[src/rtl/mccoy_host.sv]
// Host controller that clocks, resets and feeds instructions to a small external core.
// Optional build macro MCCOY_HOST_BREAKPOINT_EN adds a PC breakpoint (bp_en, bp_addr, bp_hit).
module mccoy_host #(
   parameter int PROG_AW = 4,
   parameter int RST_CYC = 2
) (
   input  logic               clk,
   input  logic               reset,
   input  logic               load_valid,
   input  logic [PROG_AW-1:0] load_addr,
   input  logic [5:0]         load_data,
   input  logic               start,
   input  logic [7:0]         run_cycles,
   input  logic [7:0]         core_out,
`ifdef MCCOY_HOST_BREAKPOINT_EN
   input  logic               bp_en,
   input  logic [7:0]         bp_addr,
   output logic               bp_hit,
`endif
   output logic [7:0]         core_in,
   output logic [7:0]         pc_cap,
   output logic [7:0]         x8_cap,
   output logic               busy,
   output logic               done
);

   localparam logic [2:0] IDLE   = 3'd0;
   localparam logic [2:0] RST_HI = 3'd1;
   localparam logic [2:0] RST_LO = 3'd2;
   localparam logic [2:0] RUN_HI = 3'd3;
   localparam logic [2:0] RUN_LO = 3'd4;

   localparam int RCW = (RST_CYC > 1) ? $clog2(RST_CYC) : 1;
   localparam logic [RCW-1:0] RC_LAST = RCW'(RST_CYC - 1);

   logic [5:0]         mem [0:(1<<PROG_AW)-1];

   logic [2:0]         state, state_d;
   logic [7:0]         cnt, cnt_d;
   logic [RCW-1:0]     rcnt, rcnt_d;
   logic [5:0]         instr_reg, instr_d;
   logic [7:0]         pc_d, x8_d, core_in_d;
   logic               done_d;
   logic               mem_we;
   logic               start_acc;
   logic               bp_stop;

`ifdef MCCOY_HOST_BREAKPOINT_EN
   assign bp_stop = bp_en && (core_out == bp_addr);
`else
   assign bp_stop = 1'b0;
`endif

   assign busy = (state != IDLE);

   always_comb begin
      state_d   = state;
      cnt_d     = cnt;
      rcnt_d    = rcnt;
      instr_d   = instr_reg;
      pc_d      = pc_cap;
      x8_d      = x8_cap;
      done_d    = 1'b0;
      mem_we    = 1'b0;
      start_acc = 1'b0;
      case (state)
         IDLE: begin
            mem_we = load_valid;
            if (start) begin
               start_acc = 1'b1;
               cnt_d     = run_cycles;
               rcnt_d    = '0;
               state_d   = RST_HI;
            end
         end
         RST_HI: state_d = RST_LO;
         RST_LO: begin
            if (rcnt == RC_LAST) begin
               rcnt_d = '0;
               if (cnt == 8'd0) begin
                  state_d = IDLE;
                  done_d  = 1'b1;
               end else begin
                  // The first run cycle always starts from the reset vector.
                  state_d = RUN_HI;
                  instr_d = mem[0];
               end
            end else begin
               rcnt_d  = rcnt + 1'b1;
               state_d = RST_HI;
            end
         end
         RUN_HI: begin
            pc_d = core_out;
            if (bp_stop) begin
               state_d = IDLE;
               done_d  = 1'b1;
            end else begin
               state_d = RUN_LO;
            end
         end
         RUN_LO: begin
            x8_d    = core_out;
            cnt_d   = cnt - 8'd1;
            instr_d = mem[pc_cap[PROG_AW-1:0]];
            if (cnt == 8'd1) begin
               state_d = IDLE;
               done_d  = 1'b1;
            end else begin
               state_d = RUN_HI;
            end
         end
         default: state_d = IDLE;
      endcase
   end

   // core_in is registered from the next state so it always matches the current state.
   always_comb begin
      core_in_d = 8'd0;
      case (state_d)
         RST_HI:  core_in_d = 8'b0000_0011;
         RST_LO:  core_in_d = 8'b0000_0010;
         RUN_HI:  core_in_d = {instr_d, 2'b01};
         RUN_LO:  core_in_d = {instr_d, 2'b00};
         default: core_in_d = 8'd0;
      endcase
   end

   always_ff @(posedge clk) begin
      if (reset) begin
         state     <= IDLE;
         cnt       <= 8'd0;
         rcnt      <= '0;
         instr_reg <= 6'd0;
         pc_cap    <= 8'd0;
         x8_cap    <= 8'd0;
         core_in   <= 8'd0;
         done      <= 1'b0;
      end else begin
         state     <= state_d;
         cnt       <= cnt_d;
         rcnt      <= rcnt_d;
         instr_reg <= instr_d;
         pc_cap    <= pc_d;
         x8_cap    <= x8_d;
         core_in   <= core_in_d;
         done      <= done_d;
      end
   end

   // Program memory survives reset; it is written only while idle.
   always_ff @(posedge clk) begin
      if (mem_we && !reset)
         mem[load_addr] <= load_data;
   end

`ifdef MCCOY_HOST_BREAKPOINT_EN
   always_ff @(posedge clk) begin
      if (reset)
         bp_hit <= 1'b0;
      else if (start_acc)
         bp_hit <= 1'b0;
      else if (state == RUN_HI && bp_stop)
         bp_hit <= 1'b1;
   end
`endif

endmodule

[config.mk]
export PLATFORM = sky130hd
export DESIGN_NAME = mccoy_host
export DESIGN_NICKNAME = d
export VERILOG_FILES = /design/src/rtl/mccoy_host.sv
export SDC_FILE = /design/constraint.sdc
export NUM_CORES = 1
export LEC_CHECK = 0
export CAP_MARGIN = 20
export CORE_AREA = 10 10 85 141
export DETAILED_ROUTE_END_ITERATION = 16
export DIE_AREA = 0 0 95 151
export PLACE_DENSITY = 0.87
export RECOVER_POWER = 50
export SYNTH_ARGS = -nofsm -noshare
export SYNTH_HDL_FRONTEND = slang
export SYNTH_SLANG_ARGS = --single-unit
[constraint.sdc]
create_clock -name clk -period 6.3 [get_ports clk]
set_input_delay 1.26 -clock clk [delete_from_list [all_inputs] [get_ports clk]]
set_output_delay 1.26 -clock clk [all_outputs]
set_load 0.03 [all_outputs]
# Yosys cells after proc, flatten, opt, wreduce, memory -nomap -nowiden
# Memories as Yosys holds them, arrays and structs flattened. A register that Yosys moved wholly into a read port is not among the register bits.
# Index checks and enable logic that the tools add are counted.
classes:
  add_sub_neg: 2
  multipliers: 0
  n_div: 0
  n_lt_le_gt_ge: 0
  eq_ne: 10
  shifts: 0
  n_mux: 23
  bitwise_logic: 0
  n_reduce_logical: 9
ops:
  columns: ["cell", "count"]
  rows:
  - ["$pmux W8 S4", 1]
  - ["$pmux W8 S2", 1]
  - ["$pmux W3 S5", 1]
  - ["$eq A3 B2 Y1 const B", 4]
  - ["$mux W6", 2]
  - ["$pmux W6 S2", 1]
  - ["$eq A8 B1 Y1 const B", 1]
  - ["$logic_not A8 Y1", 1]
  - ["$mux W1", 8]
  - ["$mux W4", 2]
  - ["$mux W8", 1]
  - ["$sub A8 B1 Y8 const B", 1]
  - ["$eq A3 B1 Y1 const B", 2]
  - ["$eq A3 B3 Y1 const B", 2]
  - ["$mux W3", 2]
  - ["$mux W2", 2]
  - ["$pmux W1 S2", 2]
  - ["$reduce_and A2 Y1", 2]
  - ["$reduce_bool A2 Y1", 2]
  - ["$logic_not A3 Y1", 1]
  - ["$reduce_bool A3 Y1", 1]
  - ["$ne A2 B2 Y1 const B", 1]
  - ["$add A1 B1 Y1 const B", 1]
  - ["$logic_and A1 B1 Y1", 1]
  - ["$logic_not A1 Y1", 1]
word_totals:
  reg_bits: 43
  latch_bits: 0
  mem_bits_rw: 96
  rom_bits: 0
  input_bits: 30
  output_inout_bits: 26
  word_cells: 53
  n_memories: 1
mem_list:
  columns: ["memory", "depth", "width", "rd", "rd_clocked_by_memory_dff", "write_ports", "line_no", "rtl"]
  rows:
  - ["mem", 16, 6, 2, 1, 1, "36", "logic [5:0] mem [0:(1<<PROG_AW)-1];"]

# Depth between registers and ports, before layout
# Gate-level depths: netlist of the first run.
logic_depth:
  depth_word: 6
  mapped_depth: 7
  mapped_depth_nobuf: 6

# Least setup slack after synthesis of the first run
# OpenSTA, ideal clock, no wires.
synth_timing:
  path_type: "in2reg"
  from: "input port reset"
  to: "memory mem[0][0] (enable)"
  setup_ns: 0.377
  arrival_time_ns: 2.337
  required_time_ns: 5.923
  slack_ns: 3.586
  cell_stages: 3
  path_buffers: 0
  path_cell_list: "nand2b_1 > or4_1 > nor3_1"
synth_via:
  elab_chain_cells: 4
synth_rtl:
  columns: ["element", "line_no", "rtl"]
  rows:
  - ["from (decl)", "8", "input logic reset,"]
  - ["$logic_not A1 Y1", "153", "if (mem_we && !reset)"]
  - ["$logic_and A1 B1 Y1", "153", null]
  - ["$mux W1", "153", null]
  - ["$mux W1 (implied by the code)", "154", "mem[load_addr] <= load_data;"]
  - ["to (decl)", "36", null]
# Every way passes these cells.

# Final worst setup path of the first run
layout_timing:
  from: "input port reset"
  to: "memory mem[0][4] (enable)"
# The elaborated chain is that of the path after synthesis.

==> run_results.csv, run 1 <==
group,metric,value,unit
worst_setup_path,cp_slowest_cell,"nor3_1",
layout,area_growth,21.5,%
clock_tree,cts_buffers,17,
synthesis,synth_seq_area_share,67.0,%
placement,place_inst,580,
power,power.density,312,nW/um^2
worst_setup_path,path_buf_inv,2,
floorplanning,die_width,95,microns
timing,tns,0,ns
worst_setup_path,crit_required,6.35,ns
timing,fin_worst_skew,0.00557,ns
floorplanning,pin_count,56,
timing,setup_viol,0,
synthesis,synthArstFlopShare,0,%
timing,hold_violations,0,
worst_setup_path,path_delay_family,"simple AND/OR/NAND/NOR gates",
outcome,status,"finished, violations left",
clock_tree,path_clk_slew,0.06,ns
floorplanning,rows,47,
route,wirelength,13.4,mm
route,vias,3854,
flow_run,drv_cap,1,
layout,largest_reg_flops,96,
route,routed_via_density,6.30,
synthesis,syn-instance-count,423,
synthesis,syn_area_per_cell,13.5,sq um
global_route,track_usage,19.4,%
timing,fin_crit,4.02,ns
layout,drive_above_1_share,7.35,%
placement,place_congestion,0.948,
global_route,grt_start_max_net_pins,49,
timing,slew_viol_final,41,
worst_setup_path,path_max_fanout,40,
clock_tree,h-tree-depth,4,
worst_setup_path,arrival,4.07,ns
power,p_leak,0.00227,uW
worst_setup_path,cp-start-kind,"input port",
floorplanning,fp.dieArea,14300,sq um
layout,layout_common_cells,"edfxtp_1 (96), mux2i_1 (62), clkdlybuf4s50_1 (48)",
floorplanning,start_util,59.9,%
synthesis,synth_edf_count,96,
clock_tree,cts_resized,0,
global_route,antenna_found_initial,0,
timing,max_freq,0.249,GHz
layout,fin_nets,509,
layout,diodes,0,
global_route,grt-ovfl-total,0,
route,wl_per_cell,21.8,microns
worst_setup_path,path_cells,"dlygate4sd3_1, clkbuf_1, nand2b_1, or4_1, nor3_1",
layout,utilization,72.7,%
clock_tree,cts_root_buf,"clkbuf_16",
synthesis,synth_seq_cells,143,
worst_setup_path,critPathKind,"input port to register",
clock_tree,ctsHoldBuffers,0,
synthesis,synth_ff_type,"edfxtp_1",
floorplanning,die_h,151,microns
synthesis,yosysWarnings,0,
clock_tree,cts_setup_buffers,0,
outcome,violations,"max-capacitance violations, max-slew violations",
synthesis,synth_cell_types,50,
worst_setup_path,crit_path_end_kind,"register",
worst_setup_path,slowest_delay,0.68,ns
timing,worst_pin_slew,1.67,ns
synthesis,synthesis.nets,455,
min_path,min_path_type,"register to register",
clock_tree,cts_max_path_buffers,2,
global_route,grt_pass1_vias,3954,
layout,fin_cells,612,
layout,top_register,"mem",
clock_tree,cts_tree,"built",
placement,place_hpwl,8.99,mm
timing,slew_headroom,-11.3,%
timing,period_share,63.8,%
route,drc_errors,0,
floorplanning,coreArea,9530,sq um
route,antenna_left,0,
clock_tree,clock_sinks,143,
global_route,grt_pass1_wl,20.8,mm
route,detail_route.iter0.violations,294,
power,ir_drop,251,uV
clock_tree,clock_latency,0.42,ns
synthesis,synth_area,5700,sq um
placement,portBuffers,55,
route,drtPass1Iterations,6,
layout,final_common_cell,"edfxtp_1",
timing,rsz0062_at_grt,"false",
path summary, 6_finish.rpt:
check	startpoint	end	slack, ns	cells after the start
max	reset	mem[0][4]	2.28	5
min	x8_cap[6]	x8_cap[6]	0.47	2
max reg2reg	state[2]	mem[0][4]	3.74	4
min reg2reg	x8_cap[6]	x8_cap[6]	0.47	2
cell families (layout without fill, tap and decap cells):
| family | after synthesis | count (layout) | synth area share, % |
|---|---|---|---|
| XOR/XNOR | 1 | 1 | 0.154 |
| AND/OR/NAND/NOR | 119 | 119 | 10.6 |
| adder cells (fa/ha/maj) | 2 | 2 | 0.439 |
| buffers and inverters | 27 | 94 | 1.97 |
| flip-flops | 143 | 143 | 67.0 |
| AO/OA/AOI/OAI | 69 | 69 | 8.91 |
| multiplexers | 62 | 62 | 10.9 |
power breakdown:
group          internal, uW  switching (uW)  total, uW
logic                  49.4            73.7        123
clock network           627             378       1010
registers              1020            14.4       1030
cells in the mapped netlist (4+ instances only):
| cell | n | area share (%) |
|---|---|---|
| edfxtp_1 | 96 | 51 |
| mux2i_1 | 62 | 11 |
| dfxtp_1 | 47 | 16 |
| nor2_1 | 34 | 2.2 |
| nand2_1 | 26 | 1.7 |
| a22oi_1 | 22 | 2.9 |
| clkbuf_1 | 18 | 1.2 |
| a31oi_1 | 14 | 1.5 |
| nand3_1 | 13 | 1.1 |
| a21oi_1 | 12 | 1.1 |
| and2_1 | 8 | 0.88 |
| nor3_1 | 8 | 0.70 |
| nand2b_1 | 5 | 0.55 |
| nand3b_1 | 5 | 0.66 |
| o211ai_1 | 4 | 0.53 |
per-layer routing:
layer	track usage, %	part of all wire, %	up-vias
met5	0	0	-
met2	34.8	53	224
met1	19.0	35	1852
met4	12.4	4.3	0
li1	-	-	1733
met3	4.96	7.6	45
worst reg2reg max path, cell delays in order (launching register included):
cell and delay, ns:
dfxtp_1 0.46, nor3_1 0.36, inv_2 0.11, or4_1 0.57, nor3_1 0.68
per-stage QoR:
step | worst slack [ns] | area, sq um | hold slack (ns) | power [uW]
after detailed placement | 2.65 | 6330 | 0.452 | 1170
final | 2.28 | 6930 | 0.466 | 2160
after floorplan | 3.59 | 5700 | 0.471 | 1120
after global routing | 2.11 | 6930 | 0.489 | 2210
after CTS | 3.00 | 6930 | 0.471 | 2160
after global placement | 2.73 | 6330 | 0.442 | 1170
area by class of cell:
cell class / instances / area [sq um]
Timing Repair Buffer: 58 / 569
Clock inverter: 11 / 158
Fill cell: 591 / 2600
Inverter: 4 / 15.0
Multi-Input combinational cell: 253 / 1770
Clock buffer: 21 / 440
Tap cell: 122 / 153
Sequential cell: 143 / 3820
(Power assumes the default switching activity.)
==> run 2, diff against run 1 <==
CORE_AREA = 10 10 91 153   (was 10 10 85 141)
DIE_AREA = 0 0 101 163   (was 0 0 95 151)
PLACE_DENSITY = 0.78   (was 0.87)
clock period = 3.7 ns   (was 6.3 ns; I/O delays follow)
==> run 2 against run 1 <==
The flow still finishes with violations (max-capacitance violations, max-slew violations). Die area increased by 15%. Non-clock buffer count stayed put. Sequential share of layout area about the same. Sequential power up 70%. Final cell count increased by 2.1%. Global-route usage decreased by 3.8 points. Core utilization is 12 points lower. Clock power up 64%. Critical endpoint is now core_in[1].
==> run_results.csv, run 2 (synthesis gave the netlist of run 1 again) <==
group,metric,value,unit
outcome,status,"finished, violations left",
outcome,violations,"max-capacitance violations, max-slew violations",
timing,worst_pin_slew,1.69,ns
route,wl_met1,4.45,mm
global_route,grt_start_max_net_pins,40,
clock_tree,cts_root_buf,"clkbuf_16",
timing,fin_crit,2.87,ns
clock_tree,path_clk_slew,0.06,ns
timing,period_share,77.5,%
global_route,antenna_found_initial,0,
floorplanning,fp.dieArea,16500,sq um
clock_tree,clock_sinks,143,
worst_setup_path,crit_path_end_kind,"register",
floorplanning,rows,52,
layout,utilization,60.9,%
timing,hold_violations,0,
layout,fin_nets,509,
layout,fillCellCount,855,
layout,largest_reg_flops,96,
global_route,grt_pass1_vias,3745,
route,detail_route.iter0.violations,198,
route,vias,3644,
min_path,hold_start,"x8_cap[6]",
layout,final_common_cell,"edfxtp_1",
global_route,grt-ovfl-total,0,
placement,place_hpwl,8.78,mm
worst_setup_path,critPathKind,"input port to register",
floorplanning,pin_count,56,
route,drc_errors,0,
timing,fin_worst_skew,0.00712,ns
timing,setup_viol,0,
route,antenna_left,0,
timing,setup_slack,0.834,ns
floorplanning,start_util,50.1,%
clock_tree,cts_setup_buffers,0,
route,met3WireLength,888,microns
layout,layout_common_cells,"edfxtp_1 (96), mux2i_1 (62), dfxtp_1 (46)",
worst_setup_path,path_max_fanout,39,
timing,rsz0062_at_grt,"false",
floorplanning,die_width,101,microns
power,power.density,522,nW/um^2
worst_setup_path,r2r-start,"state[2]",
global_route,track_usage,15.6,%
clock_tree,h-tree-depth,4,
global_route,grt_pass1_wl,19.6,mm
route,drtPass1Iterations,4,
route,wirelength,12.6,mm
floorplanning,die_h,163,microns
layout,drive_above_1_share,8.16,%
clock_tree,clock_latency,0.42,ns
worst_setup_path,startpoint,"reset",
worst_setup_path,crit_required,4.01,ns
placement,portBuffers,55,
clock_tree,cts_buffers,17,
layout,top_register,"mem",
worst_setup_path,slowest_delay,1.23,ns
min_path,min_path_type,"register to register",
floorplanning,coreArea,11400,sq um
worst_setup_path,path_delay_family,"buffers and inverters",
route,maxUsedRoutingLayer,"met4",
clock_tree,cts_resized,0,
power,ir_drop,330,uV
timing,slew_viol_final,40,
worst_setup_path,arrival,3.18,ns
worst_setup_path,path_buf_inv,2,
power,p_leak,0.00228,uW
timing,max_freq,0.349,GHz
timing,slew_headroom,-13.0,%
clock_tree,ctsHoldBuffers,0,
layout,area_growth,21.5,%
flow_run,drv_cap,1,
placement,place_congestion,0.910,
layout,diodes,0,
route,met2_length,6.75,mm
worst_setup_path,path_cells,"dlygate4sd3_1, clkbuf_1, nor3_1, o211ai_1, o41ai_1, a21o_1",
clock_tree,cts_tree,"built",
timing,tns,0,ns
route,routed_via_density,5.83,
route,wl_per_cell,20.1,microns
worst_setup_path,cp-start-kind,"input port",
worst_setup_path,cp_slowest_cell,"clkbuf_1",
clock_tree,cts_max_path_buffers,2,
placement,place_ws,0.857,ns
run 2: worst paths after layout:
| kind | to | slack [ns] | cells past startpoint |
|---|---|---|---|
| max reg2reg | mem[0][1] | 1.19 | 4 |
| max | core_in[1] | 0.83 | 6 |
| min | x8_cap[6] | 0.46 | 2 |
| min reg2reg | x8_cap[6] | 0.46 | 2 |
run 2: final cells by class:
cell class              instances  area [sq um]  area share (%)
flip-flops and latches        143          3820            55.2
multi-input cells             253          1770            25.5
repair buffers                 58           569            8.22
clock buffers                  17           425            6.14
well taps                     135           169            2.44
clock inverters                15           158            2.28
inverters                       4          15.0           0.217
run 2: power by group:
| part | leakage, uW | switching (uW) | internal (uW) |
|---|---|---|---|
| logic | 0.000754 | 119 | 83.3 |
| registers | 0.00125 | 25.3 | 1730 |
| clock network | 0.000279 | 663 | 999 |
| total | 0.00228 | 808 | 2810 |
run 2: stage by stage:
step / hold WS, ns / cell area, sq um / cells / power [uW]
final: 0.460 / 6930 / 625 / 3620
after floorplan: 0.471 / 5700 / 423 / 1900
after global placement: 0.443 / 6350 / 593 / 1990
after global routing: 0.476 / 6930 / 625 / 3730
after CTS: 0.462 / 6930 / 625 / 3640
after detailed placement: 0.454 / 6350 / 593 / 1990
run 2: per-layer routing:
layer,track usage [%],vias to the layer above
met3,4.97,31
met4,9.29,0
met5,0,-
met2,27.8,135
met1,15.0,1752
li1,-,1726
run 2: tightest hold or removal path: cells and delay by family, from the launching register on:
family / cells / cell delay [ns]
compound gates: 1 / 0.05
flops: 1 / 0.31
simple gates: 1 / 0.05
==> run 3, diff against run 2 <==
clock period = 2.58 ns   (was 3.7 ns; I/O delays follow)
==> run 3 against run 2 <==
The run now ends clean. Combinational power grew 50%. Critical path depth decreased by 3. First-iteration DRC count shrank 28%. Clock skew is essentially flat. Clock power is 42% higher. Final area is 2.5% higher. Total power rose by 43%.
==> run_results.csv, run 3 (synthesis gave the netlist of run 1 again) <==
group,metric,value,unit
outcome,status,"completed",
route,drtPass1Iterations,5,
placement,place_ws,0.247,ns
layout,layout_common_cells,"edfxtp_1 (96), mux2i_1 (62), dfxtp_1 (46)",
timing,fin_crit,2.43,ns
power,p_comb_share,5.9,%
layout,final_common_cell,"edfxtp_1",
worst_setup_path,r2r-start,"state[0]",
route,routed_via_density,5.76,
power,p_leak,0.00239,uW
floorplanning,die_h,163,microns
floorplanning,rows,52,
layout,multiInputGateArea,1760,sq um
placement,portBuffers,55,
layout,largest_reg_flops,96,
placement,place_hpwl,9.03,mm
floorplanning,coreArea,11400,sq um
global_route,antenna_found_initial,0,
placement,place_congestion,0.852,
worst_setup_path,path_buf_inv,2,
clock_tree,cts_buffers,17,
global_route,grt_pass1_wl,20.0,mm
flow_run,drv_cap,0,
floorplanning,die_width,101,microns
layout,diodes,0,
worst_setup_path,arrival,1.91,ns
clock_tree,ctsHoldBuffers,0,
worst_setup_path,crit_required,2.06,ns
power,p_int,3960,uW
clock_tree,cts_tree,"built",
clock_tree,cts_resized,0,
clock_tree,cts_root_buf,"clkbuf_16",
clock_tree,cts_max_path_buffers,2,
layout,final_cell_area,7100,sq um
worst_setup_path,cp_slowest_cell,"clkdlybuf4s50_1",
clock_tree,clock_sinks,143,
power,ir_drop,584,uV
min_path,min_path_type,"register to register",
layout,area_growth,24.5,%
global_route,track_usage,15.7,%
floorplanning,pin_count,56,
timing,hold_violations,0,
clock_tree,clock_latency,0.43,ns
min_path,min_to,"x8_cap[7]",
clock_tree,cts_setup_buffers,0,
worst_setup_path,path_cells,"nor3_1, inv_2, clkdlybuf4s50_1",
worst_setup_path,path_max_fanout,11,
timing,slew_headroom,47.0,%
worst_setup_path,reg2reg_to,"mem[0][0]",
clock_tree,h-tree-depth,4,
timing,setup_viol,0,
worst_setup_path,rrSetupSlack,0.47,ns
layout,drive_above_1_share,12.1,%
timing,period_share,94.2,%
floorplanning,fp.dieArea,16500,sq um
floorplanning,start_util,50.1,%
global_route,grt_start_max_net_pins,49,
route,wirelength,12.7,mm
route,wl_per_cell,19.5,microns
route,antenna_left,0,
timing,rsz0062_at_grt,"false",
min_path,min_path_cells,2,
global_route,grt-ovfl-total,0,
power,switching_share,23.5,%
layout,seq_area,3820,sq um
route,drc_errors,0,
clock_tree,path_clk_slew,0.06,ns
worst_setup_path,worstRegToRegCells,5,
layout,top_register,"mem",
worst_setup_path,path_delay_family,"buffers and inverters",
layout,fin_nets,533,
power,clkPwrFrac,45.7,%
timing,tns,0,ns
timing,worst_pin_slew,0.794,ns
timing,fin_worst_skew,0.00747,ns
timing,max_freq,0.412,GHz
global_route,grt_pass1_vias,3878,
layout,utilization,62.4,%
worst_setup_path,crit_path_end_kind,"output pin",
worst_setup_path,critPathKind,"register to output pin",
route,vias,3738,
min_path,hold_start,"x8_cap[7]",
route,detail_route.iter0.violations,142,
power,seqPwrFrac,48.4,%
power,p_sw,1210,uW
layout,fillCellCount,861,
worst_setup_path,cp-start-kind,"register",
power,power.density,729,nW/um^2
timing,slew_viol_final,0,
timing,setup_slack,0.150,ns
worst_setup_path,slowest_delay,0.61,ns
placement,postPlaceCellArea,6540,sq um
run 3: stage by stage:
| step | std cells | total power (uW) | hold WS, ns |
|---|---|---|---|
| 3_3_place_gp | 617 | 2860 | 0.442 |
| 5_1_grt | 649 | 5330 | 0.479 |
| 3_5_place_dp | 617 | 2870 | 0.449 |
| 6_report | 649 | 5180 | 0.456 |
| 2_1_floorplan | 423 | 2720 | 0.471 |
| 4_1_cts | 649 | 5200 | 0.458 |
run 3: per-layer routing:
metal | vias to the layer above | wire, microns | GRT usage, %
li1 | 1773 | - | -
met1 | 1816 | 4630 | 15.3
met4 | 0 | 422 | 8.21
met3 | 31 | 748 | 4.59
met2 | 118 | 6880 | 28.7
met5 | - | 0 | 0
run 3: worst min-delay path: cells and delay by family (launching register included):
kind               cells  cell delay [ns]
DFF                    1             0.31
AOI/OAI and AO/OA      1             0.05
and+or+nand+nor        1             0.05
run 3: cell type report:
cell class	instances	area share (%)
Clock buffer	17	5.99
Clock inverter	15	2.08
Inverter	4	0.211
Multi-Input combinational cell	253	24.8
Sequential cell	143	53.9
Tap cell	135	2.38
Timing Repair Buffer	82	10.6
run 3: worst max path at each step:
stage | end | start | cells past startpoint
floorplan | mem[0][0] | state[1] | 5
global placement | mem[0][2] | reset | 5
detailed placement | mem[0][2] | reset | 5
CTS | busy | state[0] | 3
global route | busy | state[0] | 3
finish | busy | state[0] | 3
run 3: power by group through the flow:
stage	sequential, uW	combinational [uW]	clock (uW)
floorplan	2560	163	0
global placement	2550	304	0
detailed placement	2560	310	0
CTS	2510	312	2380
global route	2510	333	2490
finish	2510	305	2360
==> edit 1, RTL diff (flow settings as in run 2) <==
The parameter `RST_CYC` goes from 2 to 4.
--- a/src/rtl/mccoy_host.sv
+++ b/src/rtl/mccoy_host.sv
@@ -4,3 +4,3 @@
    parameter int PROG_AW = 4,
-   parameter int RST_CYC = 2
+   parameter int RST_CYC = 4
 ) (
Check against the original RTL: not equivalent (Yosys sat finds a counterexample within 10 cycles, from zero or initial values and one cycle with reset high).
==> edit 1 against run 2 <==
The flow still finishes with violations (max-capacitance violations, max-slew violations); register-to-register slack worse by 120 ps; power down 0.34%; wire length up 1.8%; synthesized area up 1.2%; sequential cell count up 1; cell area up 0.40%; hold slack worse by 3.1 ps; worst setup slack worse by 83 ps.
==> edit 1: results (changes against run 2) <==
GRT
  • GR Layer Usage met3: 4.63% (was 4.97%)
  • Wire length of the first global-routing pass: 20.0 mm (was 19.6 mm)
  • Total global-route track usage: 15.8% (was 15.6%)
  • Met2 Usage GRT: 28.5% (was 27.8%)

Placement
  • Standard cell area after detailed placement: 6420 um^2 (was 6350 um^2)

Run
  • Max-cap viol count: 1 (unchanged)

Outcome
  • Failing checks: max-capacitance violations, max-slew violations (unchanged)
  • Run status: complete, but fails checks (unchanged)

STA
  • Post-Route Hold Slack: 456 ps (was 460 ps)
  • Number of pins with negative max-slew slack in the final report: 11 (was 40)

Logic synthesis
  • Top cells by count, synth: sky130_fd_sc_hd__edfxtp_1 (96), sky130_fd_sc_hd__dfxtp_1 (48), sky130_fd_sc_hd__mux2i_1 (48) (was sky130_fd_sc_hd__edfxtp_1 (96), sky130_fd_sc_hd__mux2i_1 (62), sky130_fd_sc_hd__dfxtp_1 (47))
  • Biggest area contributors in the synthesized netlist: sky130_fd_sc_hd__edfxtp_1 (50%), sky130_fd_sc_hd__dfxtp_1 (17%), sky130_fd_sc_hd__mux2i_1 (8.3%) (was sky130_fd_sc_hd__edfxtp_1 (51%), sky130_fd_sc_hd__dfxtp_1 (16%), sky130_fd_sc_hd__mux2i_1 (11%))
  • Post-synthesis sequential element count: 144 (was 143)
  • Portion of the post-synthesis area used by sequential elements: 66.6% (was 67.0%)

Layout
  • Number of multi-input combinational cells in the layout: 271 (was 253)
  • # fillers: 871 (was 855)
  • Sequential fraction of total cell area: 55.3% (was 55.2%)
  • Layout clock area frac: 7.86% (was 8.41%)
  • Area taken by multi-input logic gates: 1790 um^2 (was 1770 um^2)

Routing
  • WL met3: 761 um (was 888 um)
  • Router iterations before antenna repair: 5 (was 4)
  • Met1 wire length: 4.57 mm (was 4.45 mm)

Hold path
  • Worst min-delay path startpoint: x8_cap[3]$_SDFFE_PP0P_ (was x8_cap[6]$_SDFFE_PP0P_)

Setup path
  • Arrival time at the worst endpoint: 3240 ps (was 3180 ps)
  • Max incr delay on CP: 1350 ps (was 1230 ps)
  • Highest net fanout along the worst path: 10 (was 39)
  • FF-to-FF End: mem[4][4]$_DFFE_PP_ (was mem[0][1]$_DFFE_PP_)
  • Crit. Startpoint: start (was reset)
## edit 1: cell count changes after synthesis, moves of 6 or more
cell                       delta
sky130_fd_sc_hd__a21oi_1     +17
sky130_fd_sc_hd__nor2_1       -6
sky130_fd_sc_hd__nand2_1     +13
sky130_fd_sc_hd__nand4_1      +6
sky130_fd_sc_hd__nand3_1     +15
sky130_fd_sc_hd__nor2b_1      +8
sky130_fd_sc_hd__a31oi_1     -14
sky130_fd_sc_hd__clkbuf_1     -6
sky130_fd_sc_hd__mux2i_1     -14
## edit 1: kinds of logic (layout without fill, tap and decap cells)
kind of cell	after synthesis	in the layout	synth area share [%]
AOI/OAI and AO/OA	69	69	8.37
adders and majority gates	3	3	0.651
muxes	49	49	8.52
buffers and inverters	27	95	2.06
and+or+nand+nor	150	150	13.8
DFF	144	144	66.6
## edit 1: report_power, final
| group | switching, mW | internal [mW] |
|---|---|---|
| Combinational | 0.155 | 0.109 |
| Sequential | 0.0367 | 1.75 |
| Clock | 0.633 | 0.926 |
| Total | 0.825 | 2.78 |
==> edit 2, RTL diff (config.mk and constraints of run 2) <==
Without the edit above. The output `core_in` loses its register stage (`core_in` becomes a continuous assignment). Comments in the files are not updated.
--- a/src/rtl/mccoy_host.sv
+++ b/src/rtl/mccoy_host.sv
@@ -136,3 +136,2 @@
          x8_cap    <= 8'd0;
-         core_in   <= 8'd0;
          done      <= 1'b0;
@@ -145,3 +144,2 @@
          x8_cap    <= x8_d;
-         core_in   <= core_in_d;
          done      <= done_d;
@@ -149,2 +147,4 @@
    end
+
+   assign core_in = core_in_d;
 
Function: changed (a bounded check fails within 4 cycles, from zero or initial values and one cycle with reset high).
==> edit 2 against run 2 <==
The run still ends with max-capacitance violations, max-slew violations left; combinational power is 2% lower; register-to-register slack worse by 30 ps; sequential cell count decreased by 8; synthesized area shrank 2.9%; synthesized cell count decreased by 3.1%; power decreased by 1.3%; worst setup slack worse by 650 ps; wire length increased by 0.63%; cell area shrank 0.96%; die area is the same; highest routed layer unchanged.
==> edit 2: results (changes against run 2) <==
Outcome
  • Run status: complete, but fails checks (unchanged)
  • Failing checks: max-capacitance violations, max-slew violations (unchanged)

Power and ir drop
  • Net Sw Power: 728 uW (was 808 uW)
  • Peak supply drop: 0.000365 V (was 0.000330 V)
  • Static Leakage: 2.39 nW (was 2.28 nW)

Setup path
  • Critical Path Slowest Stage Cell: sky130_fd_sc_hd__clkdlybuf4s50_1 (was sky130_fd_sc_hd__clkbuf_1)
  • Largest delay share family, worst path: simple AND/OR/NAND/NOR gates (was buffers and inverters)
  • FF-to-FF End: mem[1][0]$_DFFE_PP_ (was mem[0][1]$_DFFE_PP_)
  • Reg-to-reg startpoint: state[1]$_SDFF_PP0_ (was state[2]$_SDFF_PP0_)
  • Highest net fanout along the worst path: 11 (was 39)
  • Max incr delay on CP: 690 ps (was 1230 ps)
  • Arrival time at the worst endpoint: 2770 ps (was 3180 ps)
  • Crit. Startpoint: state[2]$_SDFF_PP0_ (was reset)
  • Flop2flop setup slack: 1160 ps (was 1190 ps)

Routing
  • Routed wirelength normalized by instance count: 20.3 um (was 20.1 um)
  • Via Count: 3563 (was 3644)
  • Number of design-rule violations left by the first detailed-router iteration: 215 (was 198)

Logic synthesis
  • Number of enable flip-flop cells after synthesis: 96 (unchanged)
  • Count of cell types in the netlist: 46 (was 50)
  • Top cells by count, synth: sky130_fd_sc_hd__edfxtp_1 (96), sky130_fd_sc_hd__mux2i_1 (62), sky130_fd_sc_hd__dfxtp_1 (39) (was sky130_fd_sc_hd__edfxtp_1 (96), sky130_fd_sc_hd__mux2i_1 (62), sky130_fd_sc_hd__dfxtp_1 (47))
  • Portion of the post-synthesis area used by sequential elements: 66.1% (was 67.0%)
  • Net Count, Synth: 442 (was 455)
  • Biggest area contributors in the synthesized netlist: sky130_fd_sc_hd__edfxtp_1 (52%), sky130_fd_sc_hd__dfxtp_1 (14%), sky130_fd_sc_hd__mux2i_1 (11%) (was sky130_fd_sc_hd__edfxtp_1 (51%), sky130_fd_sc_hd__dfxtp_1 (16%), sky130_fd_sc_hd__mux2i_1 (11%))

STA
  • Number of pins with negative max-slew slack in the final report: 36 (was 40)
  • Normalized max-slew margin: -1.59% (was -13.0%)
  • Post-Route Hold Slack: 454 ps (was 460 ps)

GRT
  • Pin count of the biggest net entering global routing: 49 (was 40)
  • Wire length of the first global-routing pass: 19.5 mm (was 19.6 mm)
  • Total global-route track usage: 15.7% (was 15.6%)

Placement
  • Placer congestion estimate: 0.947 (was 0.910)
  • Half-perimeter wire length after placement: 8.76 mm (was 8.78 mm)
  • Standard cell area after detailed placement: 6240 um^2 (was 6350 um^2)
  • Post-placement setup slack: 469 ps (was 857 ps)

Run
  • Max-cap viol count: 1 (unchanged)

Hold path
  • Sink of the worst hold path: x8_cap[2]$_SDFFE_PP0P_ (was x8_cap[6]$_SDFFE_PP0P_)
  • Worst min-delay path startpoint: x8_cap[2]$_SDFFE_PP0P_ (was x8_cap[6]$_SDFFE_PP0P_)

Layout
  • # fillers: 833 (was 855)
  • Register containing the most flip-flops in the final layout: mem (unchanged)
  • Net count reported at finish: 506 (was 509)
## edit 2: area by class of cell
| class | count | area share [%] |
|---|---|---|
| clock buffer | 18 | 6.25 |
| clock inverter | 14 | 2.64 |
| inverter | 4 | 0.219 |
| multi-input combinational | 247 | 25.1 |
| sequential | 135 | 53.4 |
| tap | 135 | 2.46 |
| timing repair buffer | 69 | 9.90 |
## edit 2: per-layer routing
layer | GRT usage, % | wire [um]
met5 | 0 | 0
met4 | 6.62 | 296
met1 | 14.9 | 4460
met3 | 4.80 | 672
met2 | 29.5 | 7220
## edit 2: power by group through the flow
stage | registers [mW] | logic (mW) | clock network [mW]
finish | 1.65 | 0.199 | 1.72
detailed placement | 1.68 | 0.200 | 0
floorplan | 1.68 | 0.104 | 0
global placement | 1.68 | 0.194 | 0
global route | 1.66 | 0.215 | 1.81
CTS | 1.65 | 0.201 | 1.74
## edit 2: metrics by stage
step                utilization, %  cells
global route                  60.3    622
CTS                           60.2    622
finish                        60.3    622
floorplan                        -    410
global placement              54.8    590
detailed placement            54.8    590
## edit 2: worst max-delay path by stage
stage                            end  slack [ps]  cells after the start
after floorplan           core_in[1]         970                      7
after global placement    core_in[5]         560                      5
after detailed placement  core_in[2]         470                      5
after CTS                 core_in[2]          10                      5
after global routing      core_in[1]          80                      5
final                     core_in[1]         190                      5
## edit 2: cell families (layout without fill, tap and decap cells)
kind of cell             after synthesis  after routing  synth area share [%]
XOR/XNOR                               1              1                 0.158
AO/OA/AOI/OAI                         66             66                  8.06
adder cells (fa/ha/maj)                2              2                 0.452
flip-flops                           135            135                  66.1
multiplexers                          62             62                  11.2
buffers and inverters                 28            105                  2.78
AND/OR/NAND/NOR                      116            116                  11.2
## edit 2: worst register-to-register path: stages (launching register included)
cell and delay, ps:
sky130_fd_sc_hd__dfxtp_1 400, sky130_fd_sc_hd__or3_4 420, sky130_fd_sc_hd__nor3b_4 310, sky130_fd_sc_hd__nand3b_1 230, sky130_fd_sc_hd__nor3_1 800
